===== src/rtl/d_cell_unit_pkg.sv =====
// Shared constants for the data-cell bus initiator: command opcodes,
// FSM state encodings and bus direction codes.
package d_cell_unit_pkg;

    localparam logic [1:0] OP_INC   = 2'd0;
    localparam logic [1:0] OP_DEC   = 2'd1;
    localparam logic [1:0] OP_LOAD  = 2'd2;
    localparam logic [1:0] OP_STORE = 2'd3;

    localparam logic [2:0] S_IDLE = 3'd0;
    localparam logic [2:0] S_RD   = 3'd1;
    localparam logic [2:0] S_GAP  = 3'd2;
    localparam logic [2:0] S_WR   = 3'd3;
    localparam logic [2:0] S_DONE = 3'd4;

    localparam logic DIR_READ  = 1'b0;
    localparam logic DIR_WRITE = 1'b1;

endpackage


===== src/rtl/d_cell_unit.sv =====
// Data-memory bus initiator: runs INC/DEC (read-modify-write), LOAD and STORE cell commands.
// Optional feature: define D_CELL_CACHE_EN for a single-entry cell cache.
module d_cell_unit
    import d_cell_unit_pkg::*;
#(
    parameter int d_addr_width = 8
) (
    input  logic                    clk,
    input  logic                    rst,
    input  logic                    cmd_valid,
    output logic                    cmd_ready,
    input  logic [1:0]              cmd_op,
    input  logic [d_addr_width-1:0] cmd_addr,
    input  logic [7:0]              cmd_data,
    output logic                    rsp_valid,
    output logic [7:0]              rsp_data,
    output logic                    rsp_zero,
    output logic                    d_req,
    output logic                    d_dir,
    output logic [d_addr_width-1:0] d_addr,
    output logic [7:0]              d_wdata,
    input  logic                    d_ack,
    input  logic [7:0]              d_rdata
);

    function automatic logic [7:0] step_cell(input logic [1:0] op, input logic [7:0] v);
        return (op == OP_DEC) ? v - 8'd1 : v + 8'd1;
    endfunction

    function automatic logic is_zero(input logic [7:0] v);
        return v == 8'h00;
    endfunction

    logic [2:0] state;
    logic [1:0] op_q;
    logic       accept;

`ifdef D_CELL_CACHE_EN
    logic                    c_vld;
    logic [d_addr_width-1:0] c_addr;
    logic [7:0]              c_val;
    logic                    lkp;
    logic                    c_hit;

    // A LOAD hit spends one cycle in IDLE with lkp set before answering.
    assign c_hit     = c_vld && (c_addr == cmd_addr);
    assign cmd_ready = (state == S_IDLE) && !lkp;
`else
    assign cmd_ready = (state == S_IDLE);
`endif

    assign accept = cmd_valid && cmd_ready;

    always_ff @(posedge clk) begin
        if (rst) begin
            state     <= S_IDLE;
            d_req     <= 1'b0;
            d_dir     <= DIR_READ;
            d_addr    <= '0;
            d_wdata   <= '0;
            rsp_valid <= 1'b0;
            rsp_data  <= '0;
            rsp_zero  <= 1'b0;
`ifdef D_CELL_CACHE_EN
            c_vld     <= 1'b0;
            lkp       <= 1'b0;
`endif
        end else begin
            rsp_valid <= 1'b0;
            case (state)
                S_IDLE: begin
`ifdef D_CELL_CACHE_EN
                    if (lkp) begin
                        lkp       <= 1'b0;
                        state     <= S_DONE;
                        rsp_valid <= 1'b1;
                        rsp_data  <= c_val;
                        rsp_zero  <= is_zero(c_val);
                    end else
`endif
                    if (accept) begin
                        op_q   <= cmd_op;
                        d_addr <= cmd_addr;
                        if (cmd_op == OP_STORE) begin
                            state   <= S_WR;
                            d_req   <= 1'b1;
                            d_dir   <= DIR_WRITE;
                            d_wdata <= cmd_data;
                        end
`ifdef D_CELL_CACHE_EN
                        else if (c_hit && (cmd_op == OP_LOAD)) begin
                            lkp <= 1'b1;
                        end else if (c_hit) begin
                            state   <= S_WR;
                            d_req   <= 1'b1;
                            d_dir   <= DIR_WRITE;
                            d_wdata <= step_cell(cmd_op, c_val);
                        end
`endif
                        else begin
                            state <= S_RD;
                            d_req <= 1'b1;
                            d_dir <= DIR_READ;
                        end
                    end
                end

                S_RD: begin
                    if (d_ack) begin
                        d_req <= 1'b0;
`ifdef D_CELL_CACHE_EN
                        c_vld  <= 1'b1;
                        c_addr <= d_addr;
                        c_val  <= d_rdata;
`endif
                        if (op_q == OP_LOAD) begin
                            state     <= S_DONE;
                            rsp_valid <= 1'b1;
                            rsp_data  <= d_rdata;
                            rsp_zero  <= is_zero(d_rdata);
                        end else begin
                            state   <= S_GAP;
                            d_wdata <= step_cell(op_q, d_rdata);
                        end
                    end
                end

                // Responder keeps ack high while req is high, so req idles one cycle here.
                S_GAP: begin
                    state <= S_WR;
                    d_req <= 1'b1;
                    d_dir <= DIR_WRITE;
                end

                S_WR: begin
                    if (d_ack) begin
                        d_req     <= 1'b0;
                        state     <= S_DONE;
                        rsp_valid <= 1'b1;
                        rsp_data  <= d_wdata;
                        rsp_zero  <= is_zero(d_wdata);
`ifdef D_CELL_CACHE_EN
                        c_vld  <= 1'b1;
                        c_addr <= d_addr;
                        c_val  <= d_wdata;
`endif
                    end
                end

                S_DONE: state <= S_IDLE;

                default: state <= S_IDLE;
            endcase
        end
    end

endmodule


===== config.mk =====
export PLATFORM = sky130hd
export DESIGN_NAME = d_cell_unit
export DESIGN_NICKNAME = d
export VERILOG_FILES = /design/src/rtl/d_cell_unit_pkg.sv /design/src/rtl/d_cell_unit.sv
export SDC_FILE = /design/constraint.sdc
export NUM_CORES = 1
export LEC_CHECK = 0
export CAP_MARGIN = 5
export CORE_UTILIZATION = 48
export CTS_CLUSTER_SIZE = 25
export DETAILED_ROUTE_END_ITERATION = 10
export GPL_ROUTABILITY_DRIVEN = 0
export PLACE_DENSITY = 0.95
export SETUP_SLACK_MARGIN = 0.5
export SLEW_MARGIN = 10
export SYNTH_ARGS = -nofsm -noshare
export SYNTH_HDL_FRONTEND = slang
export SYNTH_SLANG_ARGS = --single-unit

===== constraint.sdc =====
create_clock -name clk -period 5.42 [get_ports clk]
set_input_delay 1.084 -clock clk [delete_from_list [all_inputs] [get_ports clk]]
set_output_delay 1.084 -clock clk [all_outputs]
set_load 0.05 [all_outputs]

==> results of run 1 <==
cell usage in the layout (no fill, tap or decap), types with 4 or more instances in the layout:
| cell type | netlist | layout |
|---|---|---|
| nand2_1 | 28 | 28 |
| nor2b_1 | 6 | 6 |
| clkdlybuf4s50_1 | 0 | 58 |
| inv_1 | 4 | 4 |
| o21ai_0 | 4 | 4 |
| mux2i_1 | 14 | 14 |
| a21oi_1 | 11 | 11 |
| nor3_1 | 7 | 7 |
| dfxtp_1 | 31 | 31 |
| nor2_1 | 25 | 25 |
| xnor2_1 | 5 | 5 |
| clkbuf_4 | 0 | 5 |
| a211oi_1 | 11 | 11 |
worst max-delay path: cells and delay by family (launching register included):
kind          cells  cell delay [ns]
flops             1             0.41
simple gates      1             0.31
buf+inv           1             0.86
area by class of cell:
| type | instances | area (um^2) | area share [%] |
|---|---|---|---|
| Sequential cell | 33 | 681 | 29.2 |
| Clock buffer | 8 | 58.8 | 2.52 |
| Tap cell | 46 | 57.6 | 2.47 |
| Timing Repair Buffer | 60 | 596 | 25.6 |
| Multi-Input combinational cell | 148 | 922 | 39.6 |
| Inverter | 4 | 15.0 | 0.644 |
cells by family after synthesis:
| kind of cell | after synthesis | share of synthesized area (%) |
|---|---|---|
| AND/OR/NAND/NOR | 88 | 26.1 |
| AO/OA/AOI/OAI | 39 | 16.8 |
| flip-flops | 33 | 40.7 |
| buffers and inverters | 16 | 4.12 |
| multiplexers | 14 | 8.38 |
| XOR/XNOR | 6 | 3.14 |
| adder cells (fa/ha/maj) | 1 | 0.748 |
worst min-delay path by stage:
stage,cells after the start,slack (ns),from,to
floorplan,1,0.52,state[2]$_SDFFE_PP0P_,state[0]$_SDFFE_PP0P_
global placement,2,0.44,d_addr[1]$_SDFFE_PP0P_,d_addr[1]$_SDFFE_PP0P_
detailed placement,2,0.45,d_addr[2]$_SDFFE_PP0P_,d_addr[2]$_SDFFE_PP0P_
CTS,2,0.46,d_addr[7]$_SDFFE_PP0P_,d_addr[7]$_SDFFE_PP0P_
global route,2,0.49,d_addr[5]$_SDFFE_PP0P_,d_addr[5]$_SDFFE_PP0P_
finish,2,0.46,d_addr[7]$_SDFFE_PP0P_,d_addr[7]$_SDFFE_PP0P_
metrics by stage:
step                std cells  utilization, %
floorplan                 197               -
global placement          291            68.1
detailed placement        291            68.1
CTS                       299            69.8
global route              299            69.8
finish                    299            69.8
metal layers:
metal  vias up  GRT usage (%)
met5         -              0
met4         0           9.74
met3         7           7.56
met2        70           33.9
met1       766           33.4
li1        813              -
registers in the layout, summed over array words and instances, names as in the netlist:
| register | count |
|---|---|
| d_req | 1 |
| rsp_valid | 1 |
| state | 3 |
| rsp_data | 8 |
| op_q | 2 |
| d_wdata | 8 |
| d_addr | 8 |
| rsp_zero | 1 |
| d_dir | 1 |
power by group through the flow:
| stage | clock network [W] | logic (W) | registers, W |
|---|---|---|---|
| 6_report | 0.000145 | 0.000209 | 0.000280 |
| 5_1_grt | 0.000159 | 0.000223 | 0.000283 |
| 4_1_cts | 0.000149 | 0.000209 | 0.000279 |
| 3_5_place_dp | 0 | 0.000208 | 0.000285 |
| 3_3_place_gp | 0 | 0.000204 | 0.000284 |
| 2_1_floorplan | 0 | 0.0000820 | 0.000335 |
==> metrics, run 1 <==
top_reg_cell synth dfxtp_1; r2r setup slk 3.17 ns; ANT nets after route 0; normalized max-slew margin 45.6%; total grt overflow 0; FFs w/ async S/R, synth 0%; core area 3340 um^2; Synth Cell Area 1670 um^2; DRT iter0 DRCs 60; Clock Path Buffers 2; DR pass1 iterations 4; Vias 1656; vias per inst 5.54; worst hold-check path type reg -> reg; Comb power frac 33.0%; residual DRC count 0; CP endpoint kind primary output; CP max FO 9; worst vdd ir 0.161 mV; CTS tree built; worst-margin pin slew 0.810 ns; Yosys reg bits 33; Top Ports 59; Synth top area share 37.1%; syn avg cell area 8.49 um^2; share of cells above drive strength 1 5.53%; wire length on met1 1840 um; CTS Buf Count 5; Post-synth EDFFs 2; Setup WS pre-CTS 2.21 ns; unrepaired setup endpoints after global routing false; H-tree depth 2; status finished, final reports clean; Critical Path RT 4.34 ns; met3 routed WL 264 um; ANT cells 0; Yosys top cell by area dfxtp_1; Yosys cell types 40; Synthesis Warnings 0; Syn Inst Count 197; most common cell in the netlist dfxtp_1; worst r2r path cells 5; Critical Path Max Stage Delay 0.86 ns; sequential area share after synthesis 40.7%; switch share 35.4%; worst hold margin 0.459 ns; switching pwr 0.000224 W; IO buf count 58; worst flop-to-flop path startpoint state[0]$_SDFFE_PP0P_; Max Used Layer met4; TNS Setup 0 ns; CP endpoint cmd_ready; Slew Limit Fails 0; initial antenna violation count 0; post-layout min period 3.00 ns; Final Skew 0.0100 ns; Total GRT Usage 23.8%; worst reg2reg path endpoint rsp_data[1]$_SDFFE_PP0P_; met2 WL 1950 um; CTS root buf clkbuf_4; # nets final 283; sequential power share 44.1%; syn_nets 228; Tcrit/Tclk final 55.4%; post_cts resized 0; wire per inst 13.7 um; Total Power 0.000634 W; MaxCap Viol Count 0; Die Area 3720 um^2; slowest CP cell clkdlybuf4s50_1; Int Pwr 0.000410 W; Lkg Pwr 0.861 nW; power density over cell area 272 nW/um^2; synth cell count leaders dfxtp_1, nand2_1, nor2_1; postcts setup bufs 0; Fillers 279; Area after DPL 2270 um^2; most area-consuming cells after synthesis dfxtp_1, mux2i_1, nand2_1, nor2_1, a211oi_1; area grow syn2layout 39.4%; CP startpoint kind flop; Rows 21; global-route wire length before repair 6530 um; Clock Sinks 33; largest net degree at the start of global routing 37; CP arrival 1.92 ns; # hold bufs at CTS 0; die width 61.0 um; final worst setup slack 2.42 ns; Die Span Y 61.0 um; Detailed Route WL 4090 um; final instance area 2330 um^2; clock network power share 22.9%; Setup crit start state[0]$_SDFFE_PP0P_; Cell Chain, Critical Path nor3_1 -> clkdlybuf4s50_1; Worst-Skew Late Latency 0.34 ns; Final Hold Fails 0; vias in the first global route 1447; fmax 333 MHz; DPL Wire Length 3060 um; Setup CP Type reg -> out; Worst-path clk slew 0.10 ns; Initial Util 50.1%; final-report setup violation count 0
(Power assumes the default switching activity.)
==> inputs of run 2 (changes only) <==
--- a/config.mk
+++ b/config.mk
@@ -6,11 +6,11 @@
 export NUM_CORES = 1
 export LEC_CHECK = 0
 export CAP_MARGIN = 5
-export CORE_UTILIZATION = 48
+export CORE_UTILIZATION = 40
 export CTS_CLUSTER_SIZE = 25
 export DETAILED_ROUTE_END_ITERATION = 10
 export GPL_ROUTABILITY_DRIVEN = 0
-export PLACE_DENSITY = 0.95
+export PLACE_DENSITY = 0.87
 export SETUP_SLACK_MARGIN = 0.5
 export SLEW_MARGIN = 10
 export SYNTH_ARGS = -nofsm -noshare
==> constraint.sdc (replaced) <==
create_clock -name clk -period 2.75 [get_ports clk]
set_input_delay 0.55 -clock clk [delete_from_list [all_inputs] [get_ports clk]]
set_output_delay 0.55 -clock clk [all_outputs]
set_load 0.05 [all_outputs]
==> run 2 against run 1 <==
Sequential share of layout area decreased by 1.4 points. Core utilization shrank 8.7 points. Combinational power grew 100%. Cell count rose by 3.3%. Sequential power up 97%. Critical endpoint is now d_wdata[4]$_SDFFE_PP0P_. Hold slack lost 0.0043 ns. Via count is 0.97% lower. Final area increased by 4.9%. Wire length increased by 3.7%. Flip-flop and latch count is the same.
==> metrics, run 2 (synthesis results as in run 1) <==
CTS root buf clkbuf_8 (was clkbuf_4); CP startpoint kind primary input (was flop); slowest CP cell or4b_4 (was clkdlybuf4s50_1); initial antenna violation count 0 (unchanged); area grow syn2layout 46.2% (was 39.4%); ANT nets after route 0 (unchanged); unrepaired setup endpoints after global routing false (unchanged); Area after DPL 2330 um^2 (was 2270 um^2); Die Span Y 66.6 um (was 61.0 um); Int Pwr 0.000916 W (was 0.000410 W); Setup crit start d_rdata[1] (was state[0]$_SDFFE_PP0P_); Lkg Pwr 0.936 nW (was 0.861 nW); Tcrit/Tclk final 77.5%; most frequent cells in the layout clkdlybuf4s50_1, dfxtp_1, nand2_1 (unchanged); Clock Sinks 33 (unchanged); Detailed Route WL 4240 um (was 4090 um); final cell count without fillers 309 (was 299); share of cells above drive strength 1 10.0% (was 5.53%); Die Area 4440 um^2 (was 3720 um^2); Vias 1640 (was 1656); final-report setup violation count 0 (unchanged); Total GRT Usage 20.4% (was 23.8%); power density over cell area 561 nW/um^2 (was 272 nW/um^2); DRT iter0 DRCs 89 (was 60); total grt overflow 0 (unchanged); # nets final 289 (was 283); core area 4000 um^2 (was 3340 um^2); final instance area 2440 um^2 (was 2330 um^2); Worst-path clk slew 0.07 ns (was 0.10 ns); die width 66.6 um (was 61.0 um); switching pwr 0.000456 W (was 0.000224 W); CTS Buf Count 5 (unchanged); Setup CP Type in -> reg (was reg -> out); post-layout min period 2.13 ns; CP arrival 2.29 ns (was 1.92 ns); fmax 469 MHz; Critical Path Max Stage Delay 0.54 ns (was 0.86 ns); vias per inst 5.31 (was 5.54); Final Skew 0.00475 ns (was 0.0100 ns); worst hold margin 0.455 ns (was 0.459 ns); switch share 33.2% (was 35.4%); CTS tree built (unchanged); Clock Path Buffers 2 (unchanged); Comb power frac 30.8% (was 33.0%); Rows 23 (was 21); largest net degree at the start of global routing 24 (was 37); postcts setup bufs 0 (unchanged); CP endpoint kind flop (was primary output); wire per inst 13.7 um (about the same); Top Ports 59 (unchanged); global-route wire length before repair 6890 um (was 6530 um); Setup WS pre-CTS 0.196 ns (was 2.21 ns); Critical Path RT 2.91 ns (was 4.34 ns); Final Hold Fails 0 (unchanged); DR pass1 iterations 4 (unchanged); # hold bufs at CTS 0 (unchanged); worst flop-to-flop path startpoint op_q[1]$_DFFE_PP_ (was state[0]$_SDFFE_PP0P_); sequential power share 40.2% (was 44.1%); Placed Cells 301 (was 291); worst hold start d_addr[0]$_SDFFE_PP0P_ (was d_addr[7]$_SDFFE_PP0P_); Fillers 355 (was 279); worst-margin pin slew 0.835 ns (was 0.810 ns); final worst setup slack 0.619 ns (was 2.42 ns); IO buf count 58 (unchanged); H-tree depth 2 (unchanged); CP max FO 4 (was 9); Slew Limit Fails 0 (unchanged); Top cell by count, worst path a211oi_2; residual DRC count 0 (unchanged); status finished, final reports clean (unchanged); Worst-Skew Late Latency 0.28 ns (was 0.34 ns); MaxCap Viol Count 0 (unchanged); Initial Util 41.8% (was 50.1%); ANT cells 0 (unchanged); worst vdd ir 0.378 mV (was 0.161 mV); Cell Chain, Critical Path dlygate4sd2_1 -> or4b_4 -> or3_4 -> and4_4 -> a211oi_2 -> a211oi_2 (was nor3_1 -> clkdlybuf4s50_1); normalized max-slew margin 44.1% (was 45.6%); clock network power share 29.0% (was 22.9%); vias in the first global route 1472 (was 1447); worst hold-check path type reg -> reg (unchanged); DPL Wire Length 3190 um (was 3060 um); TNS Setup 0 ns (unchanged); biggest regs d_addr: 8 flops, d_wdata: 8 flops, rsp_data: 8 flops (unchanged); commonest non-fill, non-tap cell in the layout clkdlybuf4s50_1 (unchanged)
==> run 2: worst max-delay path: cells and delay by family <==
kind	cells	cell delay, ns
AO/OA/AOI/OAI	2	0.30
buffers and inverters	1	0.26
AND/OR/NAND/NOR	3	1.17
==> run 2: stage by stage <==
step	util, %	power, W
after CTS	60.7	0.00138
after detailed placement	58.1	0.000981
final	61.1	0.00137
after global routing	61.1	0.00143
after floorplan	-	0.000824
after global placement	58.1	0.000974
==> run 2: path summary, 6_finish.rpt <==
path / end / slack, ns / cells past startpoint
worst max-delay path: d_wdata[4]$_SDFFE_PP0P_ / 0.62 / 6
worst min-delay path: d_addr[0]$_SDFFE_PP0P_ / 0.45 / 2
worst max register to register: d_wdata[4]$_SDFFE_PP0P_ / 0.69 / 5
worst min register to register: d_addr[0]$_SDFFE_PP0P_ / 0.45 / 2
==> run 2: layer usage <==
| metal | global-route usage (%) | vias to the layer above | routed length, um |
|---|---|---|---|
| li1 | - | 824 | - |
| met1 | 27.5 | 761 | 1990 |
| met2 | 32.4 | 51 | 2010 |
| met3 | 5.14 | 4 | 221 |
| met4 | 4.79 | 0 | 25 |
| met5 | 0 | - | 0 |
==> run 2: timing repair <==
item                                    in CTS  in global routing
resized for setup                            3                  6
pin swaps                                    0                  4
cloned                                       0                  0
endpoints found under the setup margin       3                  2
==> run 2: final cells by class <==
cell class	instances	area, um^2	share of cell area, %
Tap cell	50	62.6	2.56
Clock buffer	7	96.3	3.94
Multi-Input combinational cell	148	941	38.5
Sequential cell	33	681	27.9
Inverter	4	15.0	0.614
Timing Repair Buffer	66	643	26.3
Clock inverter	1	5.00	0.205
==> run 2: power by group through the flow <==
stage          Sequential, W  Combinational, W  Clock [W]
3_3_place_gp        0.000561          0.000412          0
5_1_grt             0.000557          0.000450   0.000427
2_1_floorplan       0.000661          0.000163          0
6_report            0.000552          0.000422   0.000398
4_1_cts             0.000552          0.000418   0.000406
3_5_place_dp        0.000562          0.000419          0
